`src/rtl/gpu_fill_arbiter.sv`:
```
// gpu_fill_arbiter: arbitrates L/R texture and CLUT cache line fills onto one memory port
module gpu_fill_arbiter (
  input  logic        clk,
  input  logic        i_nrst,
  input  logic [1:0]  GPU_REG_TexFormat,
  input  logic        requTexCacheUpdateL,
  input  logic        requTexCacheUpdateR,
  input  logic [16:0] adrTexCacheUpdateL,
  input  logic [16:0] adrTexCacheUpdateR,
  output logic        updateTexCacheCompleteL,
  output logic        updateTexCacheCompleteR,
  input  logic        requClutCacheUpdateL,
  input  logic        requClutCacheUpdateR,
  input  logic [14:0] adrClutCacheUpdateL,
  input  logic [14:0] adrClutCacheUpdateR,
  output logic        updateClutCacheCompleteL,
  output logic        updateClutCacheCompleteR,
  output logic        o_memReq,
  output logic [16:0] o_memAdr,
  output logic [6:0]  o_memBeats,
  input  logic        i_memAck,
  input  logic        i_memDataValid,
  input  logic [63:0] i_memData,
  output logic        o_memDataReady,
  output logic        TexCacheWrite,
  output logic [16:0] adrTexCacheWrite,
  output logic [63:0] TexCacheData,
  output logic        ClutCacheWrite,
  output logic [6:0]  ClutWriteIndex,
  output logic [31:0] ClutCacheData
);
  typedef enum logic [2:0] {IDLE, MEMREQ, TEXDATA, CLUTLO, CLUTHI, DONE} state_t;
  state_t      state_q;
  logic [16:0] adr_q;
  logic        clut_q, fmt8_q, srv_l_q, srv_r_q, side_q, last_tex_r_q, last_clut_r_q;
  logic [6:0]  cnt_q, cnt_nxt;
  logic [31:0] hi_q;
  logic        clut_sel, req_l, req_r, same, pick_r, srv_both, go, tex_wr, lo_wr, last_beat, done;
  logic [16:0] adr_l, adr_r;
  // CLUT class wins outright; within a class equal addresses are merged, otherwise alternate
  assign clut_sel  = requClutCacheUpdateL | requClutCacheUpdateR;
  assign req_l     = clut_sel ? requClutCacheUpdateL : requTexCacheUpdateL;
  assign req_r     = clut_sel ? requClutCacheUpdateR : requTexCacheUpdateR;
  assign adr_l     = clut_sel ? {adrClutCacheUpdateL, 2'b00} : adrTexCacheUpdateL;
  assign adr_r     = clut_sel ? {adrClutCacheUpdateR, 2'b00} : adrTexCacheUpdateR;
  assign same      = adr_l == adr_r;
  assign srv_both  = req_l & req_r & same;
  assign pick_r    = (req_l & req_r) ? (!same & !(clut_sel ? last_clut_r_q : last_tex_r_q)) : req_r;
  assign go        = req_l | req_r;
  assign tex_wr    = (state_q == TEXDATA) & i_memDataValid;
  assign lo_wr     = (state_q == CLUTLO) & i_memDataValid;
  assign cnt_nxt   = cnt_q + 7'd1;
  assign last_beat = fmt8_q ? (cnt_nxt == 7'd0) : (cnt_nxt == 7'd8);
  assign done      = state_q == DONE;
  assign o_memReq         = state_q == MEMREQ;
  assign o_memAdr         = adr_q;
  assign o_memBeats       = o_memReq ? (clut_q ? (fmt8_q ? 7'd64 : 7'd4) : 7'd1) : 7'd0;
  assign o_memDataReady   = (state_q == TEXDATA) | (state_q == CLUTLO);
  assign TexCacheWrite    = tex_wr;
  assign adrTexCacheWrite = adr_q;
  assign TexCacheData     = tex_wr ? i_memData : 64'd0;
  assign ClutCacheWrite   = lo_wr | (state_q == CLUTHI);
  assign ClutWriteIndex   = cnt_q;
  assign ClutCacheData    = lo_wr ? i_memData[31:0] : ((state_q == CLUTHI) ? hi_q : 32'd0);
  assign updateTexCacheCompleteL  = done & !clut_q & srv_l_q;
  assign updateTexCacheCompleteR  = done & !clut_q & srv_r_q;
  assign updateClutCacheCompleteL = done & clut_q & srv_l_q;
  assign updateClutCacheCompleteR = done & clut_q & srv_r_q;
  // Fill sequencer: grant, memory request, data beats, completion
  always_ff @(posedge clk or negedge i_nrst) begin
    if (!i_nrst) begin
      state_q       <= IDLE;
      adr_q         <= '0;
      clut_q        <= 1'b0;
      fmt8_q        <= 1'b0;
      srv_l_q       <= 1'b0;
      srv_r_q       <= 1'b0;
      side_q        <= 1'b0;
      last_tex_r_q  <= 1'b1;
      last_clut_r_q <= 1'b1;
      cnt_q         <= '0;
      hi_q          <= '0;
    end else begin
      case (state_q)
        IDLE: if (go) begin
          adr_q   <= pick_r ? adr_r : adr_l;
          clut_q  <= clut_sel;
          fmt8_q  <= GPU_REG_TexFormat[0];
          srv_l_q <= !pick_r | srv_both;
          srv_r_q <= pick_r | srv_both;
          side_q  <= pick_r;
          cnt_q   <= '0;
          state_q <= (clut_sel & GPU_REG_TexFormat[1]) ? DONE : MEMREQ;
        end
        MEMREQ:  if (i_memAck) state_q <= clut_q ? CLUTLO : TEXDATA;
        TEXDATA: if (i_memDataValid) state_q <= DONE;
        CLUTLO: if (i_memDataValid) begin
          hi_q    <= i_memData[63:32];
          cnt_q   <= cnt_nxt;
          state_q <= CLUTHI;
        end
        CLUTHI: begin
          cnt_q   <= cnt_nxt;
          state_q <= last_beat ? DONE : CLUTLO;
        end
        DONE: begin
          if (clut_q) last_clut_r_q <= side_q;
          else last_tex_r_q <= side_q;
          state_q <= IDLE;
        end
        default: state_q <= IDLE;
      endcase
    end
  end
endmodule

```
`config.mk`:
```
export PLATFORM = sky130hd
export DESIGN_NAME = gpu_fill_arbiter
export DESIGN_NICKNAME = d
export VERILOG_FILES = /design/src/rtl/gpu_fill_arbiter.sv
export SDC_FILE = /design/constraint.sdc
export NUM_CORES = 1
export LEC_CHECK = 0
export ABC_AREA = 1
export ABC_CLOCK_PERIOD_IN_PS = 4100
export BUFFER_PORTS_ARGS = -buffer_cell sky130_fd_sc_hd__buf_2
export CORE_AREA = 2 2 112 114
export DETAILED_ROUTE_END_ITERATION = 16
export DIE_AREA = 0 0 114 116
export GPL_TIMING_DRIVEN = 0
export PLACE_DENSITY = 0.77
export SYNTH_ARGS = -nofsm -noshare
export SYNTH_HDL_FRONTEND = slang
export SYNTH_SLANG_ARGS = --single-unit
```
`constraint.sdc`:
```
create_clock -name clk -period 4.1 [get_ports clk]
set_input_delay 0.615 -clock clk [delete_from_list [all_inputs] [get_ports clk]]
set_output_delay 0.615 -clock clk [all_outputs]
set_load 0.005 [all_outputs]
```
; Word-level counts from Yosys, hierarchy flattened
; Cells that the tools add are included.
; Widths: inputs -> output; s select.
[totals]
input_bits = 138
output_inout_bits = 152
register_bits = 66
word_cells = 80
[classes]
addsub = 1
eq_ne = 11
reduce_logical = 13
bitwise = 19
mux = 25
[ops]
columns = cell, count
row1 = $mux 32, 2
row2 = $mux 64, 1
row3 = $mux 17, 3
row4 = $mux 7, 5
row5 = $pmux 7 s3, 1
row6 = $mux 3, 6
row7 = $eq 17x17->1, 1
row8 = $pmux 3 s5, 1
row9 = $and 1x1->1, 12
row10 = $reduce_and 2->1, 4
row11 = $add 7x1->7 const B, 1
row12 = $eq 7x4->1 const B, 1
row13 = $logic_not 7->1, 1
row14 = $eq 3x2->1 const B, 2
row15 = $eq 3x3->1 const B, 2
row16 = $mux 1, 6
row17 = $ne 2x2->1 const B, 3
row18 = $or 1x1->1, 6
row19 = $logic_not 1->1, 4
row20 = $reduce_and 4->1, 1
row21 = $eq 3x1->1 const B, 1
row22 = $logic_not 3->1, 1
row23 = $reduce_and 3->1, 1
row24 = $reduce_bool 3->1, 1
row25 = 2 further kinds, 2

; Longest topological paths before layout
[logic_depth]
ltp_word = 8
depth_mapped = 18
mapped_depth_nobuf = 15

; Worst setup path after synthesis
; OpenSTA, ideal clock, no wires.
[synth_timing]
path_kind = in2out
startpoint = input i_memDataValid
endpoint = output ClutCacheData[25]
path_stages = 5
arrival_time_ns = 1.556
required_time_ns = 3.485
n_path_buf = 2
setup_slack_ns = 1.929
cell_sequence = nand3_1 > clkbuf_1 > clkbuf_1 > nand2_1 > o22ai_1
[synth_between]
elab_chain_len = 2
[synth_rtl]
columns = item, line_no
row1 = from (decl), 22  ; input logic i_memDataValid,
row2 = $and 1x1->1, 51  ; assign lo_wr = (state_q == CLUTLO) & i_memDataValid;
row3 = $mux 32, 64  ; assign ClutCacheData = lo_wr ? i_memData[31:0] : ((state_q == CLUTHI) ? hi_q : 32'd0);
row4 = to (decl), 30  ; output logic [31:0] ClutCacheData
; No other way between the ends.

; Final worst setup path
[layout_timing]
startpoint = register state_q[1]
endpoint = output ClutCacheData[25]
[layout_between]
elab_chain_len = 3
word_cells_on_any_way = 5
cone_classes = eq/ne (2) / mux (2) / bitwise (1)
[layout_rtl]
columns = item, line_no
row1 = from (decl), 33  ; state_t state_q;
row2 = from (signal assigned), 93  ; state_q <= (clut_sel & GPU_REG_TexFormat[1]) ? DONE : MEMREQ;
row3 = from (signal assigned), 95  ; MEMREQ: if (i_memAck) state_q <= clut_q ? CLUTLO : TEXDATA;
row4 = from (signal assigned), 104  ; state_q <= last_beat ? DONE : CLUTLO;
row5 = $eq 3x3->1 / $eq 3x2->1 (equally long branches), "64, 51"
row6 = $mux 32 / $and 1x1->1 (equally long branches), "64, 51"
row7 = $mux 32 *, 64
; Mark *: on every way between the ends. The rest lies on a longest branch, timed or not.

==> flow_metrics.py <==
metrics = {
    "finish": {
        "fillCellCount": 1179,
        "share_of_cells_above_drive_strength_1_pct": 31.15,
        "area_growth_syn_to_layout_pct": 39.55,
        "num-nets-final": 1252,
    },
    "grt": {
        "groute.usage.overall_pct": 25.29,
        "number_of_global_route_vias_before_repair": 5292,
        "grt_pass1_wl_mm": 26.28,
        "remaining_overflow_grt": 0,
        "grt_max_degree": 67,
        "antenna_violations_before_repair": 2,
    },
    "timing": {
        "finalWorstPathRequiredPeriod_ns": 3.167,
        "maxClockFrequency_mhz": 315.7,
        "final.setup.tns_ns": 0,
        "finalSetupViolCount": 0,
        "final.setup_skew_ns": 0.008361,
        "final.period_utilization_pct": 77.25,
        "setup_ws_ns": 0.9326,
        "rsz_0062_raised_after_global_routing": "no",
        "max_slew_margin_pct": 43.82,
        "final_slew_viol_count": 0,
        "max_slew.worst_pin.slew_ns": 0.8427,
        "finalHoldViolations": 0,
    },
    "run": {
        "timing.max_cap.violations": 0,
    },
    "cts": {
        "cts.path.max_buffers": 2,
        "clk_pin_slew_worst_paths_ns": 0.06,
        "cts_tree": "done",
        "worst_skew_pair.late_latency_ns": 0.33,
        "ctsHoldBuffers": 0,
        "cts_num_sinks": 66,
        "ctsRootBufferMaster": "clkbuf_16",
        "cts_inserted_buffers": 9,
        "htree_levels": 3,
        "cts-resized-gates": 0,
        "cts_post_setup_buffers_inserted": 0,
    },
    "logic_synthesis": {
        "synth.distinct_cells": 34,
        "count_of_flip_flops_with_a_built_in_enable_after_synthesis": 0,
        "postSynthCellCount": 813,
        "ys.flop_type": "dfrtp_1",
        "synth.yosys.warnings": 0,
        "netlist_area_um2": 4995,
        "synth-async-reset-ratio_pct": 100.0,
        "post_synth_fa_ha_maj_area_fraction_pct": 0.5010,
        "yosys-top-cells-area": "dfrtp_1 (32%), nand2_1 (21%), inv_1 (10%)",
        "synth-xor-area-share_pct": 0.7014,
        "synth_mux_area_share_pct": 0.2004,
        "compound_gate_fraction_of_synth_area_pct": 12.90,
        "combinational_family_with_the_most_area_after_synthesis": "simple AND/OR/NAND/NOR gates",
        "synth.avg_cell_area_um2": 6.144,
        "register_area_share_after_synthesis_pct": 33.12,
        "synth_simple_gate_area_share_pct": 34.17,
        "synth-seq-cells": 66,
        "netlist.top_cell.by_area": "dfrtp_1",
        "synth_top_cell_area_share_pct": 32.06,
    },
    "place": {
        "preCtsSetupSlack_ns": 1.097,
        "place.gp.congestion": 0.9213,
        "numPortBuffers": 285,
        "detailedPlacementHpwl_mm": 14.10,
    },
    "drt": {
        "drtAntennaViolNets": 0,
        "post-route-drc-count": 0,
        "routed_wirelength_mm": 17.65,
        "wire_per_inst_um": 13.95,
        "avgViaCountPerCell": 4.801,
        "drt-initial-drc-count": 363,
        "detailedRoute.firstPassIterationCount": 5,
        "route.vias.total": 6073,
    },
    "floorplan": {
        "y_dimension_of_the_die_um": 116,
        "row_count": 40,
        "fp.dieArea_um2": 13220,
        "ioPinCount": 290,
        "chipWidth_um": 114,
        "initial_standard_cell_utilization_of_the_core_pct": 41.93,
        "core-area_um2": 11910,
    },
    "worst_setup_path": {
        "critical_path_start_end_classification": "reg -> out",
        "critical_path_peak_fanout": 10,
        "timing.critical_path.max_delay_family": "buffers and inverters",
        "crit_path_cell_trace": "inv_1, nor2_1, nand3_1, clkbuf_1, clkbuf_1, nand2_1, o22ai_1, buf_2",
        "start_kind": "flip-flop",
        "reg_to_reg_critical_path_startpoint": "state_q[2]$_DFFE_PN0P_",
        "cp.required_ns": 3.48,
        "timing.critical_path.to_type": "output port",
        "timing.critical_path.from": "state_q[1]$_DFFE_PN0P_",
        "max_stage_delay_ns": 0.47,
        "arrival_ns": 2.55,
        "crit_slowest_cell": "clkbuf_1",
        "cp_num_buf_inv": 4,
        "crit_path_frequent_cell": "clkbuf_1",
    },
    "outcome": {
        "outcome": "complete, no violations",
    },
    "min_path": {
        "worstHoldPathType": "in -> async",
    },
    "power_and_ir_drop": {
        "cellPowerDensity_nw_per_um2": 527.1,
        "max-vdd-ir-drop_v": 0.0002338,
        "total_leakage_power_nw": 4.445,
    },
}
synth_stat cells (3+ instances only):
master and count:
a21oi_1 6, buf_6 11, xor2_1 3, o21ai_1 11, nor2_1 90, dfrtp_1 64
nand3_1 41, buf_2 3, inv_1 135, nand4_1 6, buf_4 23, nor3_1 4
nor2_2 3, buf_1 3, nand2_1 273, o21ai_0 59, clkbuf_1 22, o22ai_1 36
final timing paths:
path	endpoint	slack [ns]	depth (start not counted)
setup / recovery	ClutCacheData[25]	0.93	8
hold / removal	adrTexCacheWrite[15]$_DFFE_PN0P_	0.37	1
setup reg to reg	hi_q[28]$_DFFE_PN0P_	2.01	6
hold reg to reg	hi_q[4]$_DFFE_PN0P_	0.48	2
max in group asynchronous	hi_q[9]$_DFFE_PN0P_	3.16	1
min in group clk	hi_q[4]$_DFFE_PN0P_	0.48	2
per-stage QoR:
stage          cell area, um2  hold WS [ns]  power (mW)  utilization, %  instances
4_1_cts                  6968        0.4153       3.697           58.50       1264
3_5_place_dp             6619        0.4714       2.778           55.57       1248
5_1_grt                  6968        0.4479       3.965           58.50       1264
6_report                 6970        0.3727       3.674           58.52       1265
2_1_floorplan            5006        0.3194       2.073               -        816
3_3_place_gp             6616        0.4660       2.741           55.55       1248
flip-flops by register name (all words and copies together), names as in the netlist:
name,count
hi_q,32
adrTexCacheWrite,17
ClutWriteIndex,7
state_q,3
clut_q,1
fmt8_q,1
last_clut_r_q,1
last_tex_r_q,1
side_q,1
srv_l_q,1
srv_r_q,1
area by class of cell:
type                    instances  area, um2  share of cell area [%]
diodes                          1      2.502                 0.03590
plain buffers                  62      405.4                   5.816
clock buffers                   9      225.2                   3.231
clock inverters                 7      123.9                   1.777
inverters                     136      510.5                   7.324
multi-input cells             552       2436                   34.95
flip-flops and latches         66       1654                   23.73
well taps                     147      183.9                   2.639
repair buffers                285       1429                   20.50
kinds of logic (layout without fill, tap and decap cells):
kind of cell	Yosys count	in the layout
buffers and inverters	198	499
and+or+nand+nor	424	424
adders and majority gates	2	2
DFF	66	66
muxes	1	1
other	1	5
AOI/OAI and AO/OA	117	117
xor gates and xnor gates	4	4
metal layers:
| layer | global-route usage [%] | up-vias | wire (um) |
|---|---|---|---|
| met3 | 5.073 | 24 | 1514 |
| met1 | 31.72 | 2677 | 7215 |
| met5 | 0 | - | 11 |
| li1 | - | 3088 | - |
| met4 | 7.154 | 2 | 315 |
| met2 | 44.40 | 282 | 8596 |
report_power, final:
group	switching [mW]	leakage (nW)	internal, mW
clock network	0.308	0.167	0.599
registers	0.166	0.824	0.942
logic	0.952	3.45	0.707
layout by cell type (no fill, tap or decap), types with 2 or more instances in the layout:
master	n
buf_6	11
xor2_1	3
nand2_1	273
nand4_1	6
inv_1	135
nor2_2	3
or2_2	2
bufinv_16	3
ha_1	2
conb_1	4
nor3_1	4
clkbuf_1	22
buf_4	24
dfstp_2	2
nor2_1	90
nand3_1	41
o21ai_1	11
clkbuf_16	9
buf_1	3
dfrtp_1	64
nand3b_1	2
inv_6	2
a21oi_1	6
o22ai_1	36
o21ai_0	59
buf_2	287
Note: power is estimated with default switching activity, not from simulation.
